[config.mk]
export PLATFORM = sky130hd
export DESIGN_NAME = par2ser_stream
export DESIGN_NICKNAME = d
export VERILOG_FILES = /design/src/rtl/par2ser_stream.sv
export SDC_FILE = /design/constraint.sdc
export NUM_CORES = 1
export LEC_CHECK = 0
export CELL_PAD_IN_SITES_DETAIL_PLACEMENT = 2
export CELL_PAD_IN_SITES_GLOBAL_PLACEMENT = 2
export CORE_MARGIN = 5
export CORE_UTILIZATION = 31
export DETAILED_ROUTE_END_ITERATION = 10
export GPL_TIMING_DRIVEN = 0
export MAX_ROUTING_LAYER = met4
export PLACE_DENSITY = 0.78
export SKIP_LAST_GASP = 1
export SYNTH_ARGS = -nofsm -noshare
export SYNTH_HDL_FRONTEND = slang
export SYNTH_SLANG_ARGS = --single-unit
[constraint.sdc]
create_clock -name clk -period 2.31 [get_ports clk]
set_input_delay 0.5775 -clock clk [delete_from_list [all_inputs] [get_ports clk]]
set_output_delay 0.5775 -clock clk [all_outputs]
set_load 0.01 [all_outputs]
[src/rtl/par2ser_stream.sv]
// Purpose : parallel-to-serial converter; one WORD_LENGTH-bit word per par_valid/par_ready
//           handshake, shifted out one bit per clk with ser_valid/ser_last framing.
// Latency : first bit on ser the cycle after the accept edge; back-to-back words have no gap.
// Backpressure: par_ready is high in IDLE and on the last-bit cycle only; par is sampled on accept.
//
// Ports:
//   clk        rising-edge clock
//   reset      asynchronous active-high reset
//   flush      synchronous abort of the in-flight word (wins over a same-cycle accept)
//   par_valid  producer has a word on par
//   par        parallel word
//   par_ready  block can take a word this cycle (combinational)
//   ser        serial data (registered), IDLE_LEVEL when idle
//   ser_valid  ser carries a data bit (registered)
//   ser_last   ser carries the final bit of a word (registered)
//   busy       word in progress, same as ser_valid
module par2ser_stream #(
    parameter int WORD_LENGTH = 8,
    parameter bit LSB_FIRST   = 1'b0,
    parameter bit IDLE_LEVEL  = 1'b0
) (
    input  logic                   clk,
    input  logic                   reset,
    input  logic                   flush,
    input  logic                   par_valid,
    input  logic [WORD_LENGTH-1:0] par,
    output logic                   par_ready,
    output logic                   ser,
    output logic                   ser_valid,
    output logic                   ser_last,
    output logic                   busy
);

    localparam int CW = $clog2(WORD_LENGTH);

    typedef enum logic {
        IDLE  = 1'b0,
        SHIFT = 1'b1
    } state_t;

    state_t                 state;
    state_t                 state_nxt;
    // Bits still to send after the one currently on ser.
    logic [CW-1:0]          cnt;
    // Remaining bits, aligned so the next bit to send sits at the outgoing end.
    logic [WORD_LENGTH-1:0] sreg;
    logic                   accept;

    // A flush in the same cycle blocks the handshake, so the offered word stays with the producer.
    assign accept = par_valid & par_ready & ~flush;
    assign busy   = ser_valid;

    // State register
    always_ff @(posedge clk or posedge reset) begin
        if (reset) begin
            state <= IDLE;
        end else begin
            state <= state_nxt;
        end
    end

    // Next-state logic
    always_comb begin
        state_nxt = state;
        if (flush) begin
            state_nxt = IDLE;
        end else begin
            case (state)
                IDLE:    if (accept) state_nxt = SHIFT;
                SHIFT:   if ((cnt == '0) && !accept) state_nxt = IDLE;
                default: state_nxt = IDLE;
            endcase
        end
    end

    // Output logic: ready in IDLE, or on the last bit so the next word follows without a gap.
    always_comb begin
        par_ready = 1'b0;
        case (state)
            IDLE:    par_ready = 1'b1;
            SHIFT:   par_ready = (cnt == '0);
            default: par_ready = 1'b0;
        endcase
    end

    // Serial datapath
    always_ff @(posedge clk or posedge reset) begin
        if (reset) begin
            ser       <= IDLE_LEVEL;
            ser_valid <= 1'b0;
            ser_last  <= 1'b0;
            sreg      <= '0;
            cnt       <= '0;
        end else if (flush) begin
            ser       <= IDLE_LEVEL;
            ser_valid <= 1'b0;
            ser_last  <= 1'b0;
            sreg      <= '0;
            cnt       <= '0;
        end else if (accept) begin
            if (LSB_FIRST) begin
                ser  <= par[0];
                sreg <= par >> 1;
            end else begin
                ser  <= par[WORD_LENGTH-1];
                sreg <= par << 1;
            end
            ser_valid <= 1'b1;
            // WORD_LENGTH >= 2, so the first bit is never the last.
            ser_last  <= 1'b0;
            cnt       <= CW'(WORD_LENGTH - 1);
        end else if ((state == SHIFT) && (cnt != '0)) begin
            if (LSB_FIRST) begin
                ser  <= sreg[0];
                sreg <= sreg >> 1;
            end else begin
                ser  <= sreg[WORD_LENGTH-1];
                sreg <= sreg << 1;
            end
            ser_last <= (cnt == CW'(1));
            cnt      <= cnt - CW'(1);
        end else if (state == SHIFT) begin
            // Last bit done and no new word: return to idle levels.
            ser       <= IDLE_LEVEL;
            ser_valid <= 1'b0;
            ser_last  <= 1'b0;
        end
    end

endmodule

# Word level (Yosys, flattened, before mapping)
# Index checks and enable logic that the tools add are counted.
dict set report totals {
  n_memories 0
  ff_bits 15
  latch_bits 0
  output_inout_bits 5
  mem_bits_rw 0
  rom_bits 0
}
dict set report classes {
  mul 0
  order_cmp 0
  n_mux 21
  bitwise_logic 4
  reduce_logical 9
  n_div 0
  shifts 0
  n_addsub 1
  n_eq_ne 2
}
# op count
set ops {}
lappend ops {{$mux W8} 3}
lappend ops {{$mux W1} 13}
lappend ops {{$mux W3} 3}
lappend ops {{$reduce_bool A3 Y1} 3}
lappend ops {{$pmux W1 S2} 2}
lappend ops {{$reduce_bool A4 Y1} 1}
lappend ops {{$eq A3 B1 Y1 const B} 1}
lappend ops {{$logic_not A3 Y1} 1}
lappend ops {{$ne A3 B3 Y1 const B} 1}
lappend ops {{$sub A3 B1 Y3 const B} 1}
lappend ops {{$and A1 B1 Y1} 2}
lappend ops {{$logic_and A1 B1 Y1} 2}
lappend ops {{$not A1 Y1} 2}
lappend ops {{$reduce_and A2 Y1} 1}
lappend ops {{$logic_not A1 Y1} 1}

# Logic depth before layout (Yosys ltp)
dict set report logic_depth {
  ltp_word 9
  depth_mapped 9
  mapped_depth_nobuf 7
}

# Least setup slack after synthesis
# Ideal clock, no wire load.
dict set report synth_timing {
  kind {flip-flop to output port}
  start {register cnt[0]}
  end {output port par_ready}
  t_arrival_ns 1.255
  required_time_ns 1.732
  path_stages_with_launch 8
  slack_ns 0.478
  cell_sequence {dfrtp_1 -> inv_1 -> ha_1 -> ha_1 -> nor2b_2 -> buf_6 -> inv_6 -> buf_12}
}
dict set report synth_between {
  elab_chain_len 2
}
# item line
set synth_lines {}
lappend synth_lines {{start, declared} 44} ;# logic [CW-1:0] cnt;
lappend synth_lines {{start signal, assigned} 111} ;# cnt <= CW'(WORD_LENGTH - 1);
lappend synth_lines {{start signal, assigned} 121} ;# cnt <= cnt - CW'(1);
lappend synth_lines {{$logic_not A3 Y1} 81} ;# SHIFT: par_ready = (cnt == '0);
lappend synth_lines {{$pmux W1 S2} 79} ;# case (state)
lappend synth_lines {{end, declared} 27} ;# output logic par_ready,
# No other way between the ends.

# Worst setup path in the final report
dict set report layout_timing {
  start {register cnt[1]}
  end {output port par_ready}
}
# The elaborated chain is that of the path after synthesis.

==> results.yml <==
status:
  run_status: "finished, final reports clean"
placement:
  hpwl_mm: 1.392
  io_buffer_count: 15
  dp_cells: 114
  dpl_cell_area_sq_um: 972.2
  gp_congestion: 0.6690
  dp_slack_ns: -0.1501
timing:
  finalHoldViolCount: 0
  max_slew.worst_pin.slew_ns: 0.5684
  rsz0062_at_grt: "no"
  timing.final.crit_share_pct: 94.52
  relSlewSlack_pct: 62.06
  final.setup.tns_ns: 0
  finalSetupViolCount: 0
  post-route-min-period_ns: 2.184
  fmax_ghz: 0.4580
  finClkSkew_ns: 0.007406
  hold_ws_ns: 0.5713
  slew_viol_final: 0
  worst_slack_ns: 0.1265
logic_synthesis:
  synth_ff_type: "dfrtp_1"
  postSynth.asyncResetShare_pct: 100.0
  syn_area_sq_um: 784.5
  synth_area_per_cell_sq_um: 11.37
  netlist_instances: 69
  seq_area_frac_synth_pct: 44.66
  ys_seq_elements: 14
  synth_edf_count: 0
  synth_fp_nets: 84
  synth.distinct_cells: 21
  ys_warn_count: 0
setup_path:
  crit_path_start: "cnt[1]$_DFFE_PP0P_"
  cp_top_family: "buffers and inverters"
  r2r_cells: 8
  cp_max_fo: 10
  cp.arrival_ns: 1.61
  cp.required_ns: 1.73
  crit_path_top_delay_cell: "dfrtp_1"
  path_cells: "inv_2 > ha_2 > ha_4 > nor2b_4 > buf_6 > inv_6 > buf_12 > buf_2"
  rr_endpoint: "cnt[0]$_DFFE_PP0P_"
  reg2reg_slack_ns: 0.75
  crit_type: "flip-flop to primary output"
  max_stage_delay_ns: 0.38
  worst-path-buf-inv: 5
  reg2reg_from: "cnt[1]$_DFFE_PP0P_"
  start_kind: "flip-flop"
  cp-end-kind: "primary output"
die:
  io_pins: 17
  dieHeight_um: 60.31
  core_sq_um: 2455
  placement_rows: 18
  dieWidth_um: 60.31
  start_util_pct: 31.96
  dieArea_sq_um: 3637
detailed_routing:
  drc_errors: 0
  drt-total-wl_mm: 1.983
  num_vias: 602
  drt_first_pass_iters: 3
  drt_iter0_drc: 4
  ant_nets: 0
  vias_per_cell: 4.975
  drt-wirelength-per-cell_um: 16.39
hold_path:
  hold_path_class: "flip-flop to flip-flop"
  hold_start: "state$_DFF_PP0_"
  whs_endpoint: "busy$_DFFE_PP0P_"
  hold_depth: 1
pwr:
  power_switching_mw: 0.1839
  intPower_mw: 0.4558
  power_mw: 0.6397
  power_density_nw_per_um2: 611.6
  power.share.combinational_pct: 27.4
  switching_share_pct: 28.75
  ir_drop_mv: 0.2092
  pwr-share-clk_pct: 28.1
  p_leak_nw: 0.4690
  power_frac_seq_pct: 44.5
grt:
  grt_max_degree: 15
  first_global_vias: 700
  antenna_found_initial: 0
  grt_overflow: 0
  grt_pass1_wl_mm: 3.243
  grt_usage_pct: 12.99
clocking:
  path_clk_slew_ns: 0.10
  cts_tree: "built"
  root_buffer: "clkbuf_4"
  worst_skew_pair.late_latency_ns: 0.28
  htreeDepth: 1
  cts_buffer_depth: 2
  numCtsBuffers: 3
  clock_sinks: 14
flow_run:
  maxCapViolCount: 0
finish:
  post-route-util_pct: 42.61
  fin_nets: 107
  seq_area_sq_um: 350.3
  area_growth_pct: 33.33
  multi_input_comb_area_sq_um: 371.6
  stdcell_count: 121
  fillCellCount: 263
  drive_gt1_share_pct: 30.77
  antenna_cells: 0
  finalInstanceArea_sq_um: 1046
[synthesized netlist by cell type, types with 3 or more instances]
master    count  share of area (%)
dfrtp_1      14                 45
mux2i_1       9                 11
nor2_1        8                3.8
a211oi_2      6                9.6
a211oi_1      4                3.8
inv_1         4                1.9
nor3_1        4                2.6
buf_4         3                2.9
ha_1          3                4.8
nor2_2        3                2.4
[cells in the final DEF (no fill, tap or decap), types with 4 or more instances in the layout]
master / n
mux2i_1: 9
a211oi_1: 4
buf_4: 6
clkdlybuf4s50_1: 14
nor3_1: 4
a211oi_2: 6
nor2_1: 8
dfrtp_1: 14
[cell families after synthesis]
kind of cell    Yosys count  synth area share (%)
mux                       9                 11.48
buf+inv                  11                 10.53
simple gates             19                 13.08
fa+ha+maj                 3                 4.785
compound gates           13                 15.47
flops                    14                 44.66
[layer usage]
layer	track usage [%]	share of wire, %	vias to the layer above
met5	-	0	-
met3	3.240	2.8	2
met2	21.91	51	7
met4	5.696	1.4	0
li1	-	-	285
met1	14.36	44	308
[power by group through the flow]
| stage | Clock [mW] | Sequential (mW) | Combinational, mW |
|---|---|---|---|
| 6_report | 0.180 | 0.285 | 0.175 |
| 5_1_grt | 0.200 | 0.288 | 0.192 |
| 4_1_cts | 0.186 | 0.284 | 0.177 |
| 3_5_place_dp | 0 | 0.290 | 0.158 |
| 3_3_place_gp | 0 | 0.288 | 0.151 |
| 2_1_floorplan | 0 | 0.287 | 0.102 |
[area by class of cell]
class,instances,area share (%)
Timing Repair Buffer,18,16.03
Sequential cell,14,33.49
Multi-Input combinational cell,44,35.53
Clock buffer,4,3.469
Inverter,5,2.273
Tap cell,30,3.589
Buffer,6,5.622
[timing repair]
action / CTS / global route
hold buffers: 0 / 0
gates resized for setup: 7 / 2
endpoints found under the setup margin: 1 / 1
gates cloned: 0 / 0
buffers inserted: 3 / 0
endpoints found under the hold margin: 0 / 0
[sequential cells by signal, indices dropped and copies added, names as in the netlist]
register  flops
ser           1
busy          1
sreg          7
state         1
ser_last      1
cnt           3
[how the worst max path moves through the flow]
stage,slack (ns),cells after the start,endpoint
4_1_cts,0.02,8,par_ready
3_5_place_dp,-0.15,8,par_ready
2_1_floorplan,0.48,7,par_ready
5_1_grt,0.05,8,par_ready
6_report,0.13,8,par_ready
3_3_place_gp,-0.11,8,par_ready
No activity file was read; power rests on OpenSTA's default activity.
==> RTL change 1, RTL diff (same flow settings) <==
Change the parameter `WORD_LENGTH` from 8 to 16.
--- a/src/rtl/par2ser_stream.sv
+++ b/src/rtl/par2ser_stream.sv
@@ -15,7 +15,7 @@
 //   ser_last   ser carries the final bit of a word (registered)
 //   busy       word in progress, same as ser_valid
 module par2ser_stream #(
-    parameter int WORD_LENGTH = 8,
+    parameter int WORD_LENGTH = 16,
     parameter bit LSB_FIRST   = 1'b0,
     parameter bit IDLE_LEVEL  = 1'b0
 ) (
Interface: changed (resized par); port bits go from 17 to 25. No check against the original RTL was run, so the function may have changed too.
==> RTL change 1 against the unedited design <==
- cell count rose by 69%
- synthesized cell count rose by 68%
- worst hold slack improved by 0.0067 ns
- setup slack got worse by 0.011 ns
- sequential power rose by 65%
- sequential share of layout area barely moved
- sequential cell count rose by 9
- clock skew fell by 0.0033 ns
- total power rose by 62%
- highest routed layer unchanged
- design area rose by 64%
- clock power rose by 43%
- area after synthesis rose by 63%
- core utilization rose by 0.31 points
- wire length rose by 75%
==> RTL change 1: results (changes against the unedited design) <==
Synth
  – Mapped Avg Cell Area: 11.02 sq um (was 11.37 sq um)
  – Synth unique cells: 28 (was 21)
  – Commonest cells in the synthesized netlist: dfrtp_1 (23), nor3_1 (16), mux2i_1 (15), a211oi_1 (10), a211oi_2 (10) (was dfrtp_1 (14), mux2i_1 (9), nor2_1 (8), a211oi_2 (6))
  – Syn nets: 138 (was 84)
  – Async SR Flop Fraction: 1.000 (unchanged)
  – Sequential-to-total area share from yosys stat: 0.4501 (was 0.4466)
  – Ranking of synthesized cells by area: dfrtp_1 (45%), mux2i_1 (12%), a211oi_2 (9.8%) (was dfrtp_1 (45%), mux2i_1 (11%), a211oi_2 (9.6%))

Timing
  – Fin Clk Skew: 0.004093 ns (was 0.007406 ns)
  – Slew Viols, Final: 0 (unchanged)
  – Least-Margin Pin Slew: 0.9242 ns (was 0.5684 ns)

Power
  – Maximum vdd drop: 244.4 uV (was 209.2 uV)
  – Leakage power: 0.7216 nW (was 0.4690 nW)

Setup path
  – Worst reg2reg path startpoint: cnt[0]$_DFFE_PP0P_ (was cnt[1]$_DFFE_PP0P_)
  – CP peak stage delay: 0.40 ns (was 0.38 ns)
  – Critical Path Start Type: register (unchanged)
  – Largest fanout on the critical path: 7 (was 10)

Clock network
  – Reg clk slew, reported paths: 0.08 ns (was 0.10 ns)
  – Root buf cell: clkbuf_8 (was clkbuf_4)
  – Max Buffers Root-to-Sink: 2 (unchanged)

Layout
  – Nets: 177 (was 107)
  – Regs by FF count: sreg x15, cnt x4 (was sreg x7, cnt x3)
  – Non-filler cells, final: 204 (was 121)
  – Layout cells sized above 1: 0.2662 (was 0.3077)

Place
  – DP Area: 0.001572 sq mm (was 972.2 sq um)
  – Post-DP HPWL: 2458 microns (was 1392 microns)
  – Buffers added on ports: 23 (was 15)
  – Dpl cells: 189 (was 114)
  – Placer Congestion: 0.7323 (was 0.6690)

Global routing
  – First-pass GRT wire length: 5954 microns (was 3243 microns)
  – Vias in the first global route: 1201 (was 700)
  – Gr usage total: 0.1431 (was 0.1299)
  – Pin count of the biggest net entering global routing: 24 (was 15)

Drt
  – Via count: 1065 (was 602)
  – First drt pass iteration count: 2 (was 3)
  – Total routed wirelength: 3464 microns (was 1983 microns)
  – DR iter-0 viols: 35 (was 4)

Run status
  – Status: completed (unchanged)

Worst hold path
  – Min-delay src: ser_last$_DFFE_PP0P_ (was state$_DFF_PP0_)
  – Hold WC Path Type: reg -> reg (unchanged)
RTL change 1: layout make-up:
type | count | area [sq um]
Tap cell | 50 | 62.56
Timing Repair Buffer | 34 | 314.1
Clock buffer | 4 | 45.04
Multi-Input combinational cell | 76 | 626.9
Sequential cell | 23 | 575.6
Inverter | 6 | 22.52
Fill cell | 434 | 2283
Buffer | 11 | 70.07
RTL change 1: cell families after synthesis:
| group | count (synthesis) | share of synthesized area |
|---|---|---|
| DFF | 23 | 0.4501 |
| buffers and inverters | 17 | 0.06947 |
| adders and majority gates | 2 | 0.01957 |
| muxes | 15 | 0.1174 |
| AOI/OAI and AO/OA | 27 | 0.1947 |
| xor gates and xnor gates | 1 | 0.006851 |
| and+or+nand+nor | 31 | 0.1419 |
RTL change 1: report_power, final:
| part | switching (mW) | internal (mW) |
|---|---|---|
| Combinational | 0.149 | 0.157 |
| Clock | 0.135 | 0.123 |
| Sequential | 0.0268 | 0.442 |
| Total | 0.311 | 0.723 |
RTL change 1: path summary, 6_finish.rpt:
kind / depth (start not counted) / to / slack (ns)
max: 7 / par_ready / 0.12
min: 2 / ser_last$_DFFE_PP0P_ / 0.58
max reg2reg: 7 / ser$_DFFE_PP0P_ / 0.65
min reg2reg: 2 / ser_last$_DFFE_PP0P_ / 0.58
max in group asynchronous: 2 / sreg[7]$_DFFE_PP0P_ / 0.93
min in group asynchronous: 2 / cnt[2]$_DFFE_PP0P_ / 0.82
RTL change 1: worst min-delay path, cell delays in order, from the launching register on:
cell,delay (ns)
dfrtp_1,0.36
a22oi_1,0.08
nor2_1,0.09
RTL change 1: stage by stage:
stage	hold WS (ns)	worst slack (ns)	util	setup TNS, ns	power (mW)
after floorplan	0.5165	0.3184	-	0	0.6500
after global placement	0.5329	-0.5225	0.3929	-0.5225	0.7339
after detailed placement	0.5797	-0.5663	0.3929	-0.5663	0.7482
after CTS	0.6042	0.008829	0.4160	0	1.034
after global routing	0.6434	0.02414	0.4292	0	1.094
final	0.5780	0.1151	0.4292	0	1.033
RTL change 1: per-layer routing:
metal / global-route usage / vias to the layer above / wire, microns
li1: - / 502 / -
met1: 0.1688 / 542 / 1457
met2: 0.2530 / 17 / 1867
met3: 0.02297 / 4 / 121
met4: 0.03755 / 0 / 17
met5: - / - / 0
RTL change 1: what timing repair did:
item / 4_1_cts / 5_1_grt
endpoints found under the hold margin: 0 / 0
setup endpoints to repair: 1 / 1
gates resized for setup: 8 / 0
pin swaps: 0 / 0
setup buffers: 4 / 7
==> RTL change 2, RTL diff (config.mk and constraints unchanged) <==
Without the edit above. Reset style: synchronous (`reset`), changed in 2 clocked blocks. Comments in the files are not updated.
--- a/src/rtl/par2ser_stream.sv
+++ b/src/rtl/par2ser_stream.sv
@@ -51,7 +51,7 @@
     assign busy   = ser_valid;
 
     // State register
-    always_ff @(posedge clk or posedge reset) begin
+    always_ff @(posedge clk) begin
         if (reset) begin
             state <= IDLE;
         end else begin
@@ -84,7 +84,7 @@
     end
 
     // Serial datapath
-    always_ff @(posedge clk or posedge reset) begin
+    always_ff @(posedge clk) begin
         if (reset) begin
             ser       <= IDLE_LEVEL;
             ser_valid <= 1'b0;
Behaviour: differs if reset is asserted again (counterexample within 4 cycles, from zero or initial values and one cycle with reset high); with reset held inactive, the same outputs for 10 cycles.
==> RTL change 2 against the unedited design <==
- design area is 9.6% lower
- worst hold slack worse by 0.099 ns
- wire length is 8.6% lower
- maximum frequency is 0.61% lower
- cell count is 5.8% higher
- area after synthesis is 13% lower
- critical path depth stayed put
- setup slack worse by 0.013 ns
- register-to-register slack better by 0.16 ns
- highest routed layer unchanged
- die area is 11% lower
- sequential cell count stayed put
- via count is 4.5% higher
- largest cell class unchanged
Power is not compared: it rests on default switching activity, and its combinational part moved more than twofold at a synthesized area within 25%.
==> RTL change 2: results (changes against the unedited design) <==
Place
  – Placer Congestion: 0.7592 (was 0.6690)
  – Post-DP HPWL: 1383 microns (was 1392 microns)
  – Place WS: -0.07988 ns (was -0.1501 ns)
  – Buffers added on ports: 16 (was 15)

Timing
  – Max transition margin: 0.6713 (was 0.6206)
  – Fin Clk Skew: 0.005416 ns (was 0.007406 ns)
  – Min Hold Slack: 0.4718 ns (was 0.5713 ns)

Synth
  – Compound-gate portion of the synthesized area: 0.2073 (was 0.1547)
  – Sequential-to-total area share from yosys stat: 0.4110 (was 0.4466)
  – Mux contribution to synthesized area: 0.01468 (was 0.1148)
  – Syn nets: 93 (was 84)
  – Ranking of synthesized cells by area: dfxtp_1 (41%), nand2_1 (8.3%), a31oi_1 (7.3%) (was dfrtp_1 (45%), mux2i_1 (11%), a211oi_2 (9.6%))
  – Synth warnings: 0 (unchanged)
  – Synth unique cells: 27 (was 21)
  – Async SR Flop Fraction: 0 (was 1.000)
  – Commonest cells in the synthesized netlist: nand2_1 (15), dfxtp_1 (14), a31oi_1 (8), inv_1 (5) (was dfrtp_1 (14), mux2i_1 (9), nor2_1 (8), a211oi_2 (6))
  – Post-Synth XOR/XNOR Area: 0 (unchanged)
  – Adder-cell share of the synthesized area: 0.05505 (was 0.04785)
  – Top_reg_cell synth: dfxtp_1 (was dfrtp_1)

Clock network
  – Reg clk slew, reported paths: 0.09 ns
  – Max Buffers Root-to-Sink: 2 (unchanged)
  – Root buf cell: clkbuf_4 (unchanged)

Global routing
  – First-pass GRT wire length: 3208 microns (was 3243 microns)
  – Pin count of the biggest net entering global routing: 11 (was 15)
  – Vias in the first global route: 692 (was 700)
  – Gr usage total: 0.1299 (about the same)

Layout
  – Layout cells sized above 1: 0.1900 (was 0.3077)
  – Ant diodes: 0 (unchanged)
  – Nets: 116 (was 107)
  – Fill cell count: 239 (was 263)

Setup path
  – R2R Path End: cnt[1]$_SDFFE_PP0P_ (was cnt[0]$_DFFE_PP0P_)
  – CP peak stage delay: 0.33 ns (was 0.38 ns)
  – Worst reg2reg path startpoint: cnt[1]$_SDFFE_PP0P_ (was cnt[1]$_DFFE_PP0P_)
  – Crit-path slowest cell: dfxtp_2 (was dfrtp_1)
  – Largest fanout on the critical path: 10 (unchanged)
  – Worst reg2reg setup slack: 0.91 ns (was 0.75 ns)
  – Arr. time, crit path: 1.62 ns

Drt
  – DR iter-0 viols: 3 (was 4)
  – Via count: 629 (was 602)
  – First drt pass iteration count: 2 (was 3)
  – Total routed wirelength: 1813 microns (was 1983 microns)

Power
  – Leakage power: 0.3436 nW
  – Maximum vdd drop: 308.1 uV

Worst hold path
  – Hold path cells: 2 (was 1)
  – Hold WC Path Type: reg -> reg (unchanged)
  – Min-delay src: sreg[7]$_SDFFE_PP0P_ (was state$_DFF_PP0_)
  – Worst Hold Path EP: ser$_SDFFE_PP0P_ (was busy$_DFFE_PP0P_)

Run status
  – Status: completed (unchanged)
## RTL change 2: cell types whose count changed in the layout (fill, tap and decap cells not counted), sizes merged, moves of 7 or more
cell / delta
a211oi: -7
a31oi: +7
dfrtp: -14
dfxtp: +14
mux2i: -8
nand2: +15
nor2: -9
## RTL change 2: logic make-up after synthesis
group | Yosys count
fa+ha+maj | 3
compound gates | 22
simple gates | 26
flops | 14
buf+inv | 12
mux | 1
## RTL change 2: what timing repair did
item,4_1_cts,5_1_grt
gates resized for setup,5,2
endpoints found under the hold margin,0,0
pin swaps,0,0
setup buffers,2,0
endpoints found under the setup margin,1,1
## RTL change 2: power by group
part	leakage (nW)	internal [mW]	total, mW	switching [mW]
sequential	0.115	0.249	0.253	0.00438
clock	0.0210	0.0958	0.180	0.0845
combinational	0.208	0.0450	0.0800	0.0350
## RTL change 2: final cells by class
cell class	count	share of cell area
buffer	6	0.05820
clock buffer	4	0.03836
inverter	6	0.02910
multi-input combinational	52	0.3532
sequential	14	0.2989
tap	28	0.03704
timing repair buffer	18	0.1852
## RTL change 2: critical path: cells and delay by family, from the launching register on
family | cells | cell delay, ns
fa+ha+maj | 2 | 0.35
flops | 1 | 0.33
buf+inv | 5 | 0.55
simple gates | 1 | 0.11
## RTL change 2: how the worst max path moves through the flow
stage | from | end | slack [ns] | cells after the start
floorplan | cnt[0]$_SDFFE_PP0P_ | par_ready | 0.52 | 7
global placement | cnt[0]$_SDFFE_PP0P_ | par_ready | -0.06 | 8
detailed placement | cnt[0]$_SDFFE_PP0P_ | par_ready | -0.08 | 8
CTS | cnt[0]$_SDFFE_PP0P_ | par_ready | 0.01 | 8
global route | cnt[1]$_SDFFE_PP0P_ | par_ready | 0.03 | 8
finish | cnt[1]$_SDFFE_PP0P_ | par_ready | 0.11 | 8
## RTL change 2: layer usage
layer  vias to the layer above  wire length (microns)  track usage
li1                        313                      -            -
met1                       302                    824       0.1538
met2                        12                    903       0.2104
met3                         2                     71      0.04598
met4                         0                     13      0.02980
met5                         -                      0            -
## RTL change 2: metrics by stage
stage / area, sq um / TNS, ns / instances
after floorplan: 681.9 / 0 / 78
after global placement: 877.1 / -0.06062 / 122
after detailed placement: 877.1 / -0.07988 / 122
after CTS: 942.2 / 0 / 128
after global routing: 945.9 / 0 / 128
final: 945.9 / 0 / 128
